[src/rtl/snn_ff_syn_pkg.sv]
// Shared types and sizing helpers for the synaptic update sequencer.
// Holds the sweep state encoding and the words-per-pre-neuron calculation.
// Default sizing constants match the production network (784 x 256, 4 per word).
package snn_ff_syn_pkg;

    typedef enum logic [2:0] {
        IDLE,
        PRE_FETCH,
        PRE_CHK,
        SYN_RD,
        SYN_WR,
        FIN
    } state_t;

    localparam int DEF_INPUT_NEURON       = 784;
    localparam int DEF_OUTPUT_NEURON      = 256;
    localparam int DEF_POST_NEUR_PARALLEL = 4;

    // Synaptic words per pre neuron: post neurons are packed POST_NEUR_PARALLEL per word.
    function automatic int words_per_pre(input int output_neuron, input int post_neur_parallel);
        return output_neuron / post_neur_parallel;
    endfunction

    localparam int WPP = words_per_pre(DEF_OUTPUT_NEURON, DEF_POST_NEUR_PARALLEL);

endpackage

[src/rtl/synaptic_update_sequencer_if.sv]
// Memory-side bus of the sequencer: pre/post neuron read ports and the
// synaptic/gradient array strobes. master = sequencer, slave = memories.
interface synaptic_update_sequencer_if #(
    parameter int PRE_NEUR_ADDR_WIDTH  = 10,
    parameter int POST_NEUR_ADDR_WIDTH = 10,
    parameter int SYN_ARRAY_ADDR_WIDTH = 16,
    parameter int PRE_NEUR_DATA_WIDTH  = 8
);
    logic [PRE_NEUR_DATA_WIDTH-1:0]  PRE_NEUR_S_CNT;
    logic                            PRE_NEUR_CS;
    logic [PRE_NEUR_ADDR_WIDTH-1:0]  PRE_NEUR_ADDR;
    logic                            POST_NEUR_CS;
    logic [POST_NEUR_ADDR_WIDTH-1:0] POST_NEUR_ADDR;
    logic                            CTRL_SYNARRAY_CS;
    logic                            CTRL_SYNARRAY_WE;
    logic                            CTRL_GRAD_ARRAY_CS;
    logic                            CTRL_GRAD_ARRAY_WE;
    logic [SYN_ARRAY_ADDR_WIDTH-1:0] CTRL_SYNARRAY_ADDR;

    modport master (
        input  PRE_NEUR_S_CNT,
        output PRE_NEUR_CS, PRE_NEUR_ADDR, POST_NEUR_CS, POST_NEUR_ADDR,
        output CTRL_SYNARRAY_CS, CTRL_SYNARRAY_WE, CTRL_GRAD_ARRAY_CS, CTRL_GRAD_ARRAY_WE,
        output CTRL_SYNARRAY_ADDR
    );

    modport slave (
        output PRE_NEUR_S_CNT,
        input  PRE_NEUR_CS, PRE_NEUR_ADDR, POST_NEUR_CS, POST_NEUR_ADDR,
        input  CTRL_SYNARRAY_CS, CTRL_SYNARRAY_WE, CTRL_GRAD_ARRAY_CS, CTRL_GRAD_ARRAY_WE,
        input  CTRL_SYNARRAY_ADDR
    );
endinterface

[src/rtl/syn_addr_gen.sv]
// Purpose: pre/word sweep counters and registered synaptic/post address generation.
// Latency: addresses are registered from the next counter values, aligned with the counters.
// Backpressure: none internally; counters only move on explicit clear/increment commands.
module syn_addr_gen #(
    parameter int INPUT_NEURON         = 784,
    parameter int WORDS                = 64,
    parameter int POST_NEUR_PARALLEL   = 4,
    parameter int PRE_NEUR_ADDR_WIDTH  = 10,
    parameter int POST_NEUR_ADDR_WIDTH = 10,
    parameter int SYN_ARRAY_ADDR_WIDTH = 16
) (
    input  logic                            clk,
    input  logic                            rst_n,
    input  logic                            clr,
    input  logic                            word_inc,
    input  logic                            pre_inc,
    output logic [PRE_NEUR_ADDR_WIDTH-1:0]  pre_idx,
    output logic [POST_NEUR_ADDR_WIDTH-1:0] post_addr,
    output logic [SYN_ARRAY_ADDR_WIDTH-1:0] syn_addr,
    output logic                            last_word,
    output logic                            last_pre
);
    localparam logic [PRE_NEUR_ADDR_WIDTH-1:0]  LAST_PRE  = PRE_NEUR_ADDR_WIDTH'(INPUT_NEURON - 1);
    localparam logic [POST_NEUR_ADDR_WIDTH-1:0] LAST_WORD = POST_NEUR_ADDR_WIDTH'(WORDS - 1);

    logic [POST_NEUR_ADDR_WIDTH-1:0] word_idx;
    logic [POST_NEUR_ADDR_WIDTH-1:0] word_nxt;
    logic [PRE_NEUR_ADDR_WIDTH-1:0]  pre_nxt;

    // Next counter values: advancing the pre neuron restarts the word sweep at 0.
    always_comb begin
        pre_nxt  = pre_idx;
        word_nxt = word_idx;
        if (clr) begin
            pre_nxt  = '0;
            word_nxt = '0;
        end else if (pre_inc) begin
            pre_nxt  = pre_idx + PRE_NEUR_ADDR_WIDTH'(1);
            word_nxt = '0;
        end else if (word_inc) begin
            word_nxt = word_idx + POST_NEUR_ADDR_WIDTH'(1);
        end
    end

    // Counters plus the multiply-add address, registered together so they never disagree.
    always_ff @(posedge clk or negedge rst_n) begin
        if (!rst_n) begin
            pre_idx   <= '0;
            word_idx  <= '0;
            syn_addr  <= '0;
            post_addr <= '0;
        end else begin
            pre_idx   <= pre_nxt;
            word_idx  <= word_nxt;
            syn_addr  <= SYN_ARRAY_ADDR_WIDTH'(pre_nxt) * SYN_ARRAY_ADDR_WIDTH'(WORDS)
                       + SYN_ARRAY_ADDR_WIDTH'(word_nxt);
            post_addr <= word_nxt * POST_NEUR_ADDR_WIDTH'(POST_NEUR_PARALLEL);
        end
    end

    assign last_word = (word_idx == LAST_WORD);
    assign last_pre  = (pre_idx == LAST_PRE);

endmodule

[src/rtl/synaptic_update_sequencer.sv]
// Purpose: training sweep controller issuing RD/WR pairs on synaptic+gradient arrays per word; optional SYN_UPD_SKIP_ZERO_PRE_EN skips pre neurons with zero spike count.
// Latency: all outputs registered; no-stall sweep is INPUT_NEURON*(2+2*WPP)+1 cycles from START to DONE.
// Backpressure: STALL holds entry into PRE_FETCH/SYN_RD with every strobe low; an RD/WR pair is never split.
module synaptic_update_sequencer
    import snn_ff_syn_pkg::*;
#(
    parameter int INPUT_NEURON         = DEF_INPUT_NEURON,
    parameter int OUTPUT_NEURON        = DEF_OUTPUT_NEURON,
    parameter int POST_NEUR_PARALLEL   = DEF_POST_NEUR_PARALLEL,
    parameter int PRE_NEUR_ADDR_WIDTH  = 10,
    parameter int POST_NEUR_ADDR_WIDTH = 10,
    parameter int SYN_ARRAY_ADDR_WIDTH = 16,
    parameter int PRE_NEUR_DATA_WIDTH  = 8
) (
    input  logic CLK,
    input  logic RSTN,
    input  logic START,
    input  logic STALL,
    output logic BUSY,
    output logic DONE,
    synaptic_update_sequencer_if.master mem
);
    localparam int WORDS = words_per_pre(OUTPUT_NEURON, POST_NEUR_PARALLEL);

    // Sizing must leave no partial word and no counter overflow.
    if ((OUTPUT_NEURON % POST_NEUR_PARALLEL) != 0) begin : g_wpp_chk
        $error("OUTPUT_NEURON must be a multiple of POST_NEUR_PARALLEL");
    end
    if (INPUT_NEURON > (1 << PRE_NEUR_ADDR_WIDTH)) begin : g_pre_chk
        $error("INPUT_NEURON does not fit PRE_NEUR_ADDR_WIDTH");
    end
    if (OUTPUT_NEURON > (1 << POST_NEUR_ADDR_WIDTH)) begin : g_post_chk
        $error("OUTPUT_NEURON does not fit POST_NEUR_ADDR_WIDTH");
    end
    if (INPUT_NEURON * WORDS > (1 << SYN_ARRAY_ADDR_WIDTH)) begin : g_syn_chk
        $error("synaptic array does not fit SYN_ARRAY_ADDR_WIDTH");
    end

    state_t state;
    state_t nxt_state;
    logic   hold;
    logic   nxt_hold;
    logic   clr_cnt;
    logic   word_inc;
    logic   pre_inc;
    logic   last_word;
    logic   last_pre;
    logic   zero_pre;
    logic   pre_cs_q;
    logic   post_cs_q;
    logic   syn_cs_q;
    logic   syn_we_q;

    logic [PRE_NEUR_ADDR_WIDTH-1:0]  pre_idx;
    logic [POST_NEUR_ADDR_WIDTH-1:0] post_addr;
    logic [SYN_ARRAY_ADDR_WIDTH-1:0] syn_addr;

`ifdef SYN_UPD_SKIP_ZERO_PRE_EN
    // A zero pre count yields zero deltas, so the whole row of words can be skipped.
    assign zero_pre = (mem.PRE_NEUR_S_CNT == '0);
`else
    logic unused_s_cnt;
    assign unused_s_cnt = ^mem.PRE_NEUR_S_CNT;
    assign zero_pre     = 1'b0;
`endif

    syn_addr_gen #(
        .INPUT_NEURON         (INPUT_NEURON),
        .WORDS                (WORDS),
        .POST_NEUR_PARALLEL   (POST_NEUR_PARALLEL),
        .PRE_NEUR_ADDR_WIDTH  (PRE_NEUR_ADDR_WIDTH),
        .POST_NEUR_ADDR_WIDTH (POST_NEUR_ADDR_WIDTH),
        .SYN_ARRAY_ADDR_WIDTH (SYN_ARRAY_ADDR_WIDTH)
    ) u_addr_gen (
        .clk       (CLK),
        .rst_n     (RSTN),
        .clr       (clr_cnt),
        .word_inc  (word_inc),
        .pre_inc   (pre_inc),
        .pre_idx   (pre_idx),
        .post_addr (post_addr),
        .syn_addr  (syn_addr),
        .last_word (last_word),
        .last_pre  (last_pre)
    );

    // Next state and counter commands; hold marks a PRE_FETCH/SYN_RD cycle frozen by STALL.
    always_comb begin
        nxt_state = state;
        nxt_hold  = 1'b0;
        clr_cnt   = 1'b0;
        word_inc  = 1'b0;
        pre_inc   = 1'b0;
        case (state)
            IDLE: begin
                if (START) begin
                    nxt_state = PRE_FETCH;
                    nxt_hold  = STALL;
                    clr_cnt   = 1'b1;
                end
            end
            PRE_FETCH: begin
                if (hold) begin
                    nxt_hold = STALL;
                end else begin
                    nxt_state = PRE_CHK;
                end
            end
            PRE_CHK: begin
                if (zero_pre) begin
                    if (last_pre) begin
                        nxt_state = FIN;
                    end else begin
                        nxt_state = PRE_FETCH;
                        nxt_hold  = STALL;
                        pre_inc   = 1'b1;
                    end
                end else begin
                    nxt_state = SYN_RD;
                    nxt_hold  = STALL;
                end
            end
            SYN_RD: begin
                if (hold) begin
                    nxt_hold = STALL;
                end else begin
                    nxt_state = SYN_WR;
                end
            end
            SYN_WR: begin
                if (!last_word) begin
                    nxt_state = SYN_RD;
                    nxt_hold  = STALL;
                    word_inc  = 1'b1;
                end else if (!last_pre) begin
                    nxt_state = PRE_FETCH;
                    nxt_hold  = STALL;
                    pre_inc   = 1'b1;
                end else begin
                    nxt_state = FIN;
                end
            end
            FIN: begin
                nxt_state = IDLE;
            end
            default: begin
                nxt_state = IDLE;
            end
        endcase
    end

    // State register with strobes registered from the next state, so every output is a flop.
    always_ff @(posedge CLK or negedge RSTN) begin
        if (!RSTN) begin
            state     <= IDLE;
            hold      <= 1'b0;
            BUSY      <= 1'b0;
            DONE      <= 1'b0;
            pre_cs_q  <= 1'b0;
            post_cs_q <= 1'b0;
            syn_cs_q  <= 1'b0;
            syn_we_q  <= 1'b0;
        end else begin
            state     <= nxt_state;
            hold      <= nxt_hold;
            BUSY      <= (nxt_state != IDLE);
            DONE      <= (nxt_state == FIN);
            pre_cs_q  <= (nxt_state == PRE_FETCH) && !nxt_hold;
            post_cs_q <= (nxt_state == SYN_RD) && !nxt_hold;
            syn_cs_q  <= ((nxt_state == SYN_RD) && !nxt_hold) || (nxt_state == SYN_WR);
            syn_we_q  <= (nxt_state == SYN_WR);
        end
    end

    assign mem.PRE_NEUR_CS        = pre_cs_q;
    assign mem.PRE_NEUR_ADDR      = pre_idx;
    assign mem.POST_NEUR_CS       = post_cs_q;
    assign mem.POST_NEUR_ADDR     = post_addr;
    assign mem.CTRL_SYNARRAY_CS   = syn_cs_q;
    assign mem.CTRL_SYNARRAY_WE   = syn_we_q;
    assign mem.CTRL_GRAD_ARRAY_CS = syn_cs_q;
    assign mem.CTRL_GRAD_ARRAY_WE = syn_we_q;
    assign mem.CTRL_SYNARRAY_ADDR = syn_addr;

endmodule

[src/flat_wrapper.sv]
// flat-port wrapper written by rule: the top's interface ports become plain ports
module synaptic_update_sequencer_flat import snn_ff_syn_pkg::*;
#(
    parameter int INPUT_NEURON         = DEF_INPUT_NEURON,
    parameter int OUTPUT_NEURON        = DEF_OUTPUT_NEURON,
    parameter int POST_NEUR_PARALLEL   = DEF_POST_NEUR_PARALLEL,
    parameter int PRE_NEUR_ADDR_WIDTH  = 10,
    parameter int POST_NEUR_ADDR_WIDTH = 10,
    parameter int SYN_ARRAY_ADDR_WIDTH = 16,
    parameter int PRE_NEUR_DATA_WIDTH  = 8
)
  (CLK, RSTN, START, STALL, BUSY, DONE, mem_PRE_NEUR_S_CNT, mem_PRE_NEUR_CS, mem_PRE_NEUR_ADDR, mem_POST_NEUR_CS, mem_POST_NEUR_ADDR, mem_CTRL_SYNARRAY_CS, mem_CTRL_SYNARRAY_WE, mem_CTRL_GRAD_ARRAY_CS, mem_CTRL_GRAD_ARRAY_WE, mem_CTRL_SYNARRAY_ADDR);
  synaptic_update_sequencer_if #(.PRE_NEUR_ADDR_WIDTH(PRE_NEUR_ADDR_WIDTH), .POST_NEUR_ADDR_WIDTH(POST_NEUR_ADDR_WIDTH), .SYN_ARRAY_ADDR_WIDTH(SYN_ARRAY_ADDR_WIDTH), .PRE_NEUR_DATA_WIDTH(PRE_NEUR_DATA_WIDTH)) mem_i ();
  input  logic CLK;
  input  logic RSTN;
  input  logic START;
  input  logic STALL;
  output logic BUSY;
  output logic DONE;
  input wire logic [$bits(mem_i.PRE_NEUR_S_CNT)-1:0] mem_PRE_NEUR_S_CNT;
  output wire logic [$bits(mem_i.PRE_NEUR_CS)-1:0] mem_PRE_NEUR_CS;
  output wire logic [$bits(mem_i.PRE_NEUR_ADDR)-1:0] mem_PRE_NEUR_ADDR;
  output wire logic [$bits(mem_i.POST_NEUR_CS)-1:0] mem_POST_NEUR_CS;
  output wire logic [$bits(mem_i.POST_NEUR_ADDR)-1:0] mem_POST_NEUR_ADDR;
  output wire logic [$bits(mem_i.CTRL_SYNARRAY_CS)-1:0] mem_CTRL_SYNARRAY_CS;
  output wire logic [$bits(mem_i.CTRL_SYNARRAY_WE)-1:0] mem_CTRL_SYNARRAY_WE;
  output wire logic [$bits(mem_i.CTRL_GRAD_ARRAY_CS)-1:0] mem_CTRL_GRAD_ARRAY_CS;
  output wire logic [$bits(mem_i.CTRL_GRAD_ARRAY_WE)-1:0] mem_CTRL_GRAD_ARRAY_WE;
  output wire logic [$bits(mem_i.CTRL_SYNARRAY_ADDR)-1:0] mem_CTRL_SYNARRAY_ADDR;
  assign mem_i.PRE_NEUR_S_CNT = mem_PRE_NEUR_S_CNT;
  assign mem_PRE_NEUR_CS = mem_i.PRE_NEUR_CS;
  assign mem_PRE_NEUR_ADDR = mem_i.PRE_NEUR_ADDR;
  assign mem_POST_NEUR_CS = mem_i.POST_NEUR_CS;
  assign mem_POST_NEUR_ADDR = mem_i.POST_NEUR_ADDR;
  assign mem_CTRL_SYNARRAY_CS = mem_i.CTRL_SYNARRAY_CS;
  assign mem_CTRL_SYNARRAY_WE = mem_i.CTRL_SYNARRAY_WE;
  assign mem_CTRL_GRAD_ARRAY_CS = mem_i.CTRL_GRAD_ARRAY_CS;
  assign mem_CTRL_GRAD_ARRAY_WE = mem_i.CTRL_GRAD_ARRAY_WE;
  assign mem_CTRL_SYNARRAY_ADDR = mem_i.CTRL_SYNARRAY_ADDR;
  synaptic_update_sequencer #(.INPUT_NEURON(INPUT_NEURON), .OUTPUT_NEURON(OUTPUT_NEURON), .POST_NEUR_PARALLEL(POST_NEUR_PARALLEL), .PRE_NEUR_ADDR_WIDTH(PRE_NEUR_ADDR_WIDTH), .POST_NEUR_ADDR_WIDTH(POST_NEUR_ADDR_WIDTH), .SYN_ARRAY_ADDR_WIDTH(SYN_ARRAY_ADDR_WIDTH), .PRE_NEUR_DATA_WIDTH(PRE_NEUR_DATA_WIDTH)) u_core (.CLK(CLK), .RSTN(RSTN), .START(START), .STALL(STALL), .BUSY(BUSY), .DONE(DONE), .mem(mem_i));
endmodule
[config.mk]
export PLATFORM = sky130hd
export DESIGN_NAME = synaptic_update_sequencer_flat
export DESIGN_NICKNAME = d
export VERILOG_FILES = /design/src/rtl/snn_ff_syn_pkg.sv /design/src/rtl/synaptic_update_sequencer_if.sv /design/src/rtl/syn_addr_gen.sv /design/src/rtl/synaptic_update_sequencer.sv /design/src/flat_wrapper.sv
export SDC_FILE = /design/constraint.sdc
export NUM_CORES = 1
export LEC_CHECK = 0
export BUFFER_PORTS_ARGS = -buffer_cell sky130_fd_sc_hd__buf_4
export CORE_ASPECT_RATIO = 0.5
export CORE_MARGIN = 2
export CORE_UTILIZATION = 45
export CTS_CLUSTER_DIAMETER = 60
export DETAILED_ROUTE_END_ITERATION = 8
export PLACE_DENSITY = 0.82
export SLEW_MARGIN = 20
export SYNTH_ARGS = -nofsm -noshare
export SYNTH_HDL_FRONTEND = slang
export SYNTH_SLANG_ARGS = --single-unit
export TNS_END_PERCENT = 20
[constraint.sdc]
create_clock -name CLK -period 5.9 [get_ports CLK]
set_clock_uncertainty 0.05 [all_clocks]
set_input_delay 0.885 -clock CLK [delete_from_list [all_inputs] [get_ports CLK]]
set_output_delay 0.885 -clock CLK [all_outputs]
set_load 0.02 [all_outputs]
**Word-level counts from Yosys, hierarchy flattened**

Cells that the tools add are included.

- Register bits after elaboration: 54
- Bits of input ports: 12
- Output and inout bits: 44
- Logic and storage cells: 55

- Add/sub/neg operators: 3
- Equality and inequality tests: 10
- Muxes and demuxes: 23
- Reduce and logical (&&, ||, !) cells: 7

Operators by type and width:

| kind | count |
|---|---|
| 2-to-1 mux 10 bit | 5 |
| adder 10 x 1 -> 10 bit (second input constant) | 2 |
| adder 16 x 10 -> 16 bit | 1 |
| 2-to-1 mux 3 bit | 5 |
| one-hot mux 3 bit (5 select lines) | 1 |
| 2-to-1 mux 1 bit | 11 |
| == test 10 bit (second input constant) | 1 |
| == test 10 x 6 -> 1 bit (second input constant) | 1 |
| == test 3 x 2 -> 1 bit (second input constant) | 3 |
| == test 3 bit (second input constant) | 3 |
| == test 3 x 1 -> 1 bit (second input constant) | 2 |
| one-hot mux 1 bit (4 select lines) | 1 |
| logical NOT 3 bit | 1 |
| nonzero test 3 bit | 1 |
| logical AND 1 bit | 2 |
| OR reduction 2 bit | 1 |
| logical NOT 1 bit | 1 |
| logical OR 1 bit | 1 |

**Depth between registers and ports, before layout**

- Depth in word-level cells: 7
- Depth in mapped cells: 16
- Depth with buffers taken out: 15

**By module**

A second synthesis with hierarchy kept.

- Cell total of the unflattened synthesis: 206
- Area total of the unflattened synthesis: 2,139.6 sq um

By module, submodules not included:

| module | times used | cells each | area an instance (sq um) | sequential area each (sq um) |
|---|---|---|---|---|
| syn_addr_gen | 1 | 160 | 1,657.8 | 750.7 |
| synaptic_update_sequencer | 1 | 46 | 481.7 | 250.2 |

**Worst setup path before layout**

OpenSTA, ideal clock, no wires.

- Kind: reg-to-reg
- Start point: register u_core.u_addr_gen.pre_idx[0]
- End point: register u_core.u_addr_gen.syn_addr[14]
- Library setup time: 0.126 ns
- Arrival time: 3.578 ns
- Data required time: 5.724 ns
- Slack: 2.147 ns
- Cell stages (with the launch flop): 15
- Path buffers: 0
- Clock period less this slack: 3.753 ns
- Cell sequence: dfrtp_1 ha_1 nand2_1 nor3_1 nor4_1 or2_2 nor2_1 ha_1 fa_1 a21o_1 a21oi_1 nor2_1 mux2_2 and4_1 xor2_1

- Cells in the longest elaborated chain, start to end: 7
- Elaborated cells on any way between the ends: 10
- Those cells by class: add/sub: 2; eq/ne: 1; mux: 7

Ends and longest elaborated chain:

| what | RTL line | RTL |
|---|---|---|
| from (decl) | syn_addr_gen.sv:17 | `output logic [PRE_NEUR_ADDR_WIDTH-1:0] pre_idx,` |
| from (signal assigned) | syn_addr_gen.sv:53 | `pre_idx <= pre_nxt;` |
| == test 10 bit | syn_addr_gen.sv:62 | `assign last_pre = (pre_idx == LAST_PRE);` |
| 2-to-1 mux 1 bit | synaptic_update_sequencer.sv:135 | `end else if (!last_pre) begin` |
| 2-to-1 mux 1 bit | synaptic_update_sequencer.sv:131 | `if (!last_word) begin` |
| 2-to-1 mux 1 bit | -- |  |
| 2-to-1 mux 10 bit | syn_addr_gen.sv:37 | `end else if (pre_inc) begin` |
| 2-to-1 mux 10 bit | syn_addr_gen.sv:34 | `if (clr) begin` |
| via u_core.u_addr_gen.word_nxt[6] | syn_addr_gen.sv:27 | `logic [POST_NEUR_ADDR_WIDTH-1:0] word_nxt;` |
| adder 16 x 10 -> 16 bit | syn_addr_gen.sv:56 | `+ SYN_ARRAY_ADDR_WIDTH'(word_nxt);` |
| to (signal assigned) | syn_addr_gen.sv:55 | `syn_addr <= SYN_ARRAY_ADDR_WIDTH'(pre_nxt) * SYN_ARRAY_ADDR_WIDTH'(WORDS)` |
| to (decl) | syn_addr_gen.sv:19 | `output logic [SYN_ARRAY_ADDR_WIDTH-1:0] syn_addr,` |

The timed path passes the listed nets, and every way through them passes these cells.

**Worst setup path after layout**

- Start point: register u_core.state[2]
- End point: register u_core.u_addr_gen.syn_addr[14]

- Cells in the longest elaborated chain, start to end: 6
- Elaborated cells on any way between the ends: 11
- Those cells by class: add/sub: 1; eq/ne: 1; mux: 8; reduce/logical: 1

Ends and longest elaborated chain:

| what | RTL line | RTL |
|---|---|---|
| from (decl) | synaptic_update_sequencer.sv:39 | `state_t state;` |
| from (signal assigned) | synaptic_update_sequencer.sv:164 | `state <= nxt_state;` |
| == test 3 bit | synaptic_update_sequencer.sv:94 | `case (state)` |
| 2-to-1 mux 1 bit | synaptic_update_sequencer.sv:94 |  |
| 2-to-1 mux 10 bit | syn_addr_gen.sv:40 | `end else if (word_inc) begin` |
| 2-to-1 mux 10 bit | syn_addr_gen.sv:37 |  |
| 2-to-1 mux 10 bit (*) | syn_addr_gen.sv:34 |  |
| via u_core.u_addr_gen.word_nxt[6] | syn_addr_gen.sv:27 |  |
| adder 16 x 10 -> 16 bit (*) | syn_addr_gen.sv:56 |  |

Mark *: on every way through the listed nets, which the timed path passes. The rest lies on a longest branch.

==> results.toml <==
[outcome]
status = "finished, final reports clean"

[floorplanning]
fp.dieArea_um2 = 5355
chipHeight_um = 52.76
initial_utilization = 0.4767
fp.dieW_um = 101.5
num_rows = 17
num_io_pins = 56
core_um2 = 4488

[drt]
vias_per_cell = 5.190
ant_nets = 0
drc = 0
first_iter_violations = 73
vias = 1609
drt_first_pass_iters = 4
wire_per_inst_um = 13.39
drt-total-wl_um = 4150

[sta]
period_minus_slack_ps = 4024
whs_ps = 494.9
max_freq_mhz = 248.5
hold_viol_final = 0
period_share = 0.6820
fin_tns_setup_ps = 0
finalSetupViolations = 0
maxSlewHeadroom = 0.4364
tightest_slew_ps = 837.7
finalMaxSlewViolations = 0
rsz0062_at_grt = "no"

[logic_synthesis]
synth_area_um2 = 2140
synth.largest_area_cell = "dfrtp_1"
synth_ff_type = "dfrtp_1"
avgSynthCellArea_um2 = 10.14
synth_cells = 211
ys_ff_latch = 40
synth_top_area_frac = 0.4678
synth_edf_count = 0
async_flop_share = 1.000
yosys-top-cells-area = "dfrtp_1 47%, buf_4 6.3%, xnor2_1 4.5%"
ys_seq_area_frac = 0.4678
ys_types = 46
yosys_warnings = 0

[power]
power.density_cell_area_nw_per_um2 = 328.1
p_leak_nw = 1.255
ir_drop_v = 0.0001524

[cts]
cts_root_buf = "clkbuf_8"
cts_made_buffers = 5
htreeDepth = 2
clockBufferDepth = 2
cts_num_sinks = 40
ctsResizeCount = 0
cts_setup_buffers = 0
worstSkewPairLatency_ps = 300
path_clk_slew_ps = 80
holdBufCountCts = 0
cts_tree = "done"

[finish]
final_nets = 262
area_delta_synth_final_pct = 18.60
fin_area_um2 = 2537
layout-drive-gt1-share = 0.2746
n_antenna_cell = 0

[min_path]
hp-class = "input port to async pin"

[place]
dp_hpwl_um = 3020
portBuffers = 45
placed_area_um2 = 2416
place_congestion = 0.8171

[global_routing]
grt_max_degree = 41
gr-total-overflow = 0
grt_pass1_vias = 1430
antenna_found_initial = 0
gr-usage-all-layers = 0.1629
grt_pass1_wl_um = 6589

[worst_setup_path]
critPathCaptureType = "register"
critical_path.max_fanout = 12
slowest_delay_ps = 670
arrival_ps = 4160
startpoint = "u_core.state[2]$_DFF_PN0_"
cp_common_cell = "nor2_1"
crit_type = "register to register"
slowest_stage = "nor4_1"
start_kind = "register"
critical_path.cell_chain = "or3b_2 -> nor4_1 -> or2_2 -> nor2_1 -> ha_1 -> fa_1 -> a21o_1 -> a21oi_1 -> nor2_1 -> mux2_2 -> and4_1 -> xor2_1"
required_ps = 6030
r2r-start = "u_core.state[2]$_DFF_PN0_"

[flow_run]
drv_cap = 0
[layout make-up]
cell class,instances,area (µm²)
multi-input combinational,145,964.7
sequential,40,1001
clock inverter,2,38.79
fill,383,1951
inverter,4,15.01
timing repair buffer,47,352.8
tap,66,82.58
clock buffer,6,82.58
[registers in the layout, summed over array words and instances, names as in the netlist]
register / cells
u_core.mem.PRE_NEUR_CS: 1
u_core.mem.CTRL_GRAD_ARRAY_CS: 1
u_core.DONE: 1
u_core.state: 3
u_core.mem.POST_NEUR_CS: 1
u_core.BUSY: 1
u_core.mem.CTRL_GRAD_ARRAY_WE: 1
u_core.u_addr_gen.pre_idx: 10
u_core.u_addr_gen.syn_addr: 10
u_core.hold: 1
u_core.u_addr_gen.word_idx: 10
[per-layer routing]
layer | share of wire | track usage | vias up | routed length [µm]
met3 | 0.053 | 0.04533 | 6 | 222
met5 | 0 | 0 | - | 0
met1 | 0.46 | 0.2107 | 757 | 1904
met2 | 0.48 | 0.2610 | 51 | 1974
met4 | 0.012 | 0.06532 | 0 | 48
li1 | - | - | 795 | -
[report_power, final]
group          internal, mW  total [mW]  switching (mW)
clock                 0.138       0.235          0.0963
combinational         0.107       0.247           0.140
sequential            0.314       0.351          0.0377
total                 0.558       0.833           0.274
[cells in the mapped netlist, types with 2 or more instances]
master     n
dfrtp_1   40
inv_1      4
nand4b_1   2
a211oi_1   2
o21bai_1   2
xor2_1     8
clkbuf_1   3
nor3_1     6
o21ai_0   12
a21oi_1    6
nand4_1    4
mux2_2     2
o31ai_1    2
or2_2      4
and4_1     2
buf_4     18
ha_1       6
xnor2_1   11
nor4_1     6
nor2_1    21
and3_1     5
or4_4      3
nand2_1   11
nor3b_1    2
nand2b_1   2
nand3_1    5
nor2b_1    3
[worst paths after layout]
path                                                              to  slack [ps]  cells past startpoint
max reg2reg                 u_core.u_addr_gen.syn_addr[14]$_DFF_PN0_        1880                     12
max in group asynchronous  u_core.u_addr_gen.word_idx[1]$_DFFE_PN0P_        4950                      1
max                         u_core.u_addr_gen.syn_addr[14]$_DFF_PN0_        1880                     12
min in group CLK           u_core.u_addr_gen.word_idx[0]$_DFFE_PN0P_         520                      1
min reg2reg                u_core.u_addr_gen.word_idx[0]$_DFFE_PN0P_         520                      1
min                          u_core.u_addr_gen.syn_addr[8]$_DFF_PN0_         490                      1
[cells by family (layout without fill, tap and decap cells)]
family | count (synthesis) | count (layout) | share of synthesized area
simple gates | 82 | 82 | 0.2158
flops | 40 | 40 | 0.4678
compound gates | 32 | 32 | 0.09416
buf+inv | 27 | 59 | 0.08304
xor+xnor | 19 | 19 | 0.07778
fa+ha+maj | 7 | 7 | 0.04444
mux | 3 | 3 | 0.01520
other cells | 1 | 2 | 0.001753
[cells in the final DEF (no fill, tap or decap), drive strengths merged, types with 2 or more instances in the layout]
cell type | netlist | routed
buf | 20 | 47
dfrtp | 40 | 40
nor2 | 21 | 21
o21ai | 12 | 12
nand2 | 11 | 11
xnor2 | 11 | 11
xor2 | 8 | 8
a21oi | 7 | 7
nor3 | 6 | 6
nor4 | 6 | 6
ha | 6 | 6
clkbuf | 3 | 6
nand3 | 5 | 5
and3 | 5 | 5
or2 | 4 | 4
nand4 | 4 | 4
inv | 4 | 4
or4 | 4 | 4
nor2b | 3 | 3
nand4b | 2 | 2
nor3b | 2 | 2
a211oi | 2 | 2
and4 | 2 | 2
o21bai | 2 | 2
mux2 | 2 | 2
nand2b | 2 | 2
o31ai | 2 | 2
conb | 1 | 2
[critical path, delay by kind of cell, from the launching register on]
family | cells | cell delay, ps
flops | 1 | 520
fa+ha+maj | 2 | 630
mux | 1 | 270
xor+xnor | 1 | 140
simple gates | 6 | 1850
compound gates | 2 | 450
[through the flow]
stage	worst slack [ps]	instances	utilization	total power, mW
after CTS	1864	310	0.5654	0.8390
after global placement	1889	302	0.5383	0.5952
after detailed placement	1872	302	0.5383	0.6040
final	1876	310	0.5654	0.8326
after floorplan	2147	212	-	0.5394
after global routing	1522	310	0.5654	0.8791
Note: power is estimated with default switching activity, not from simulation.
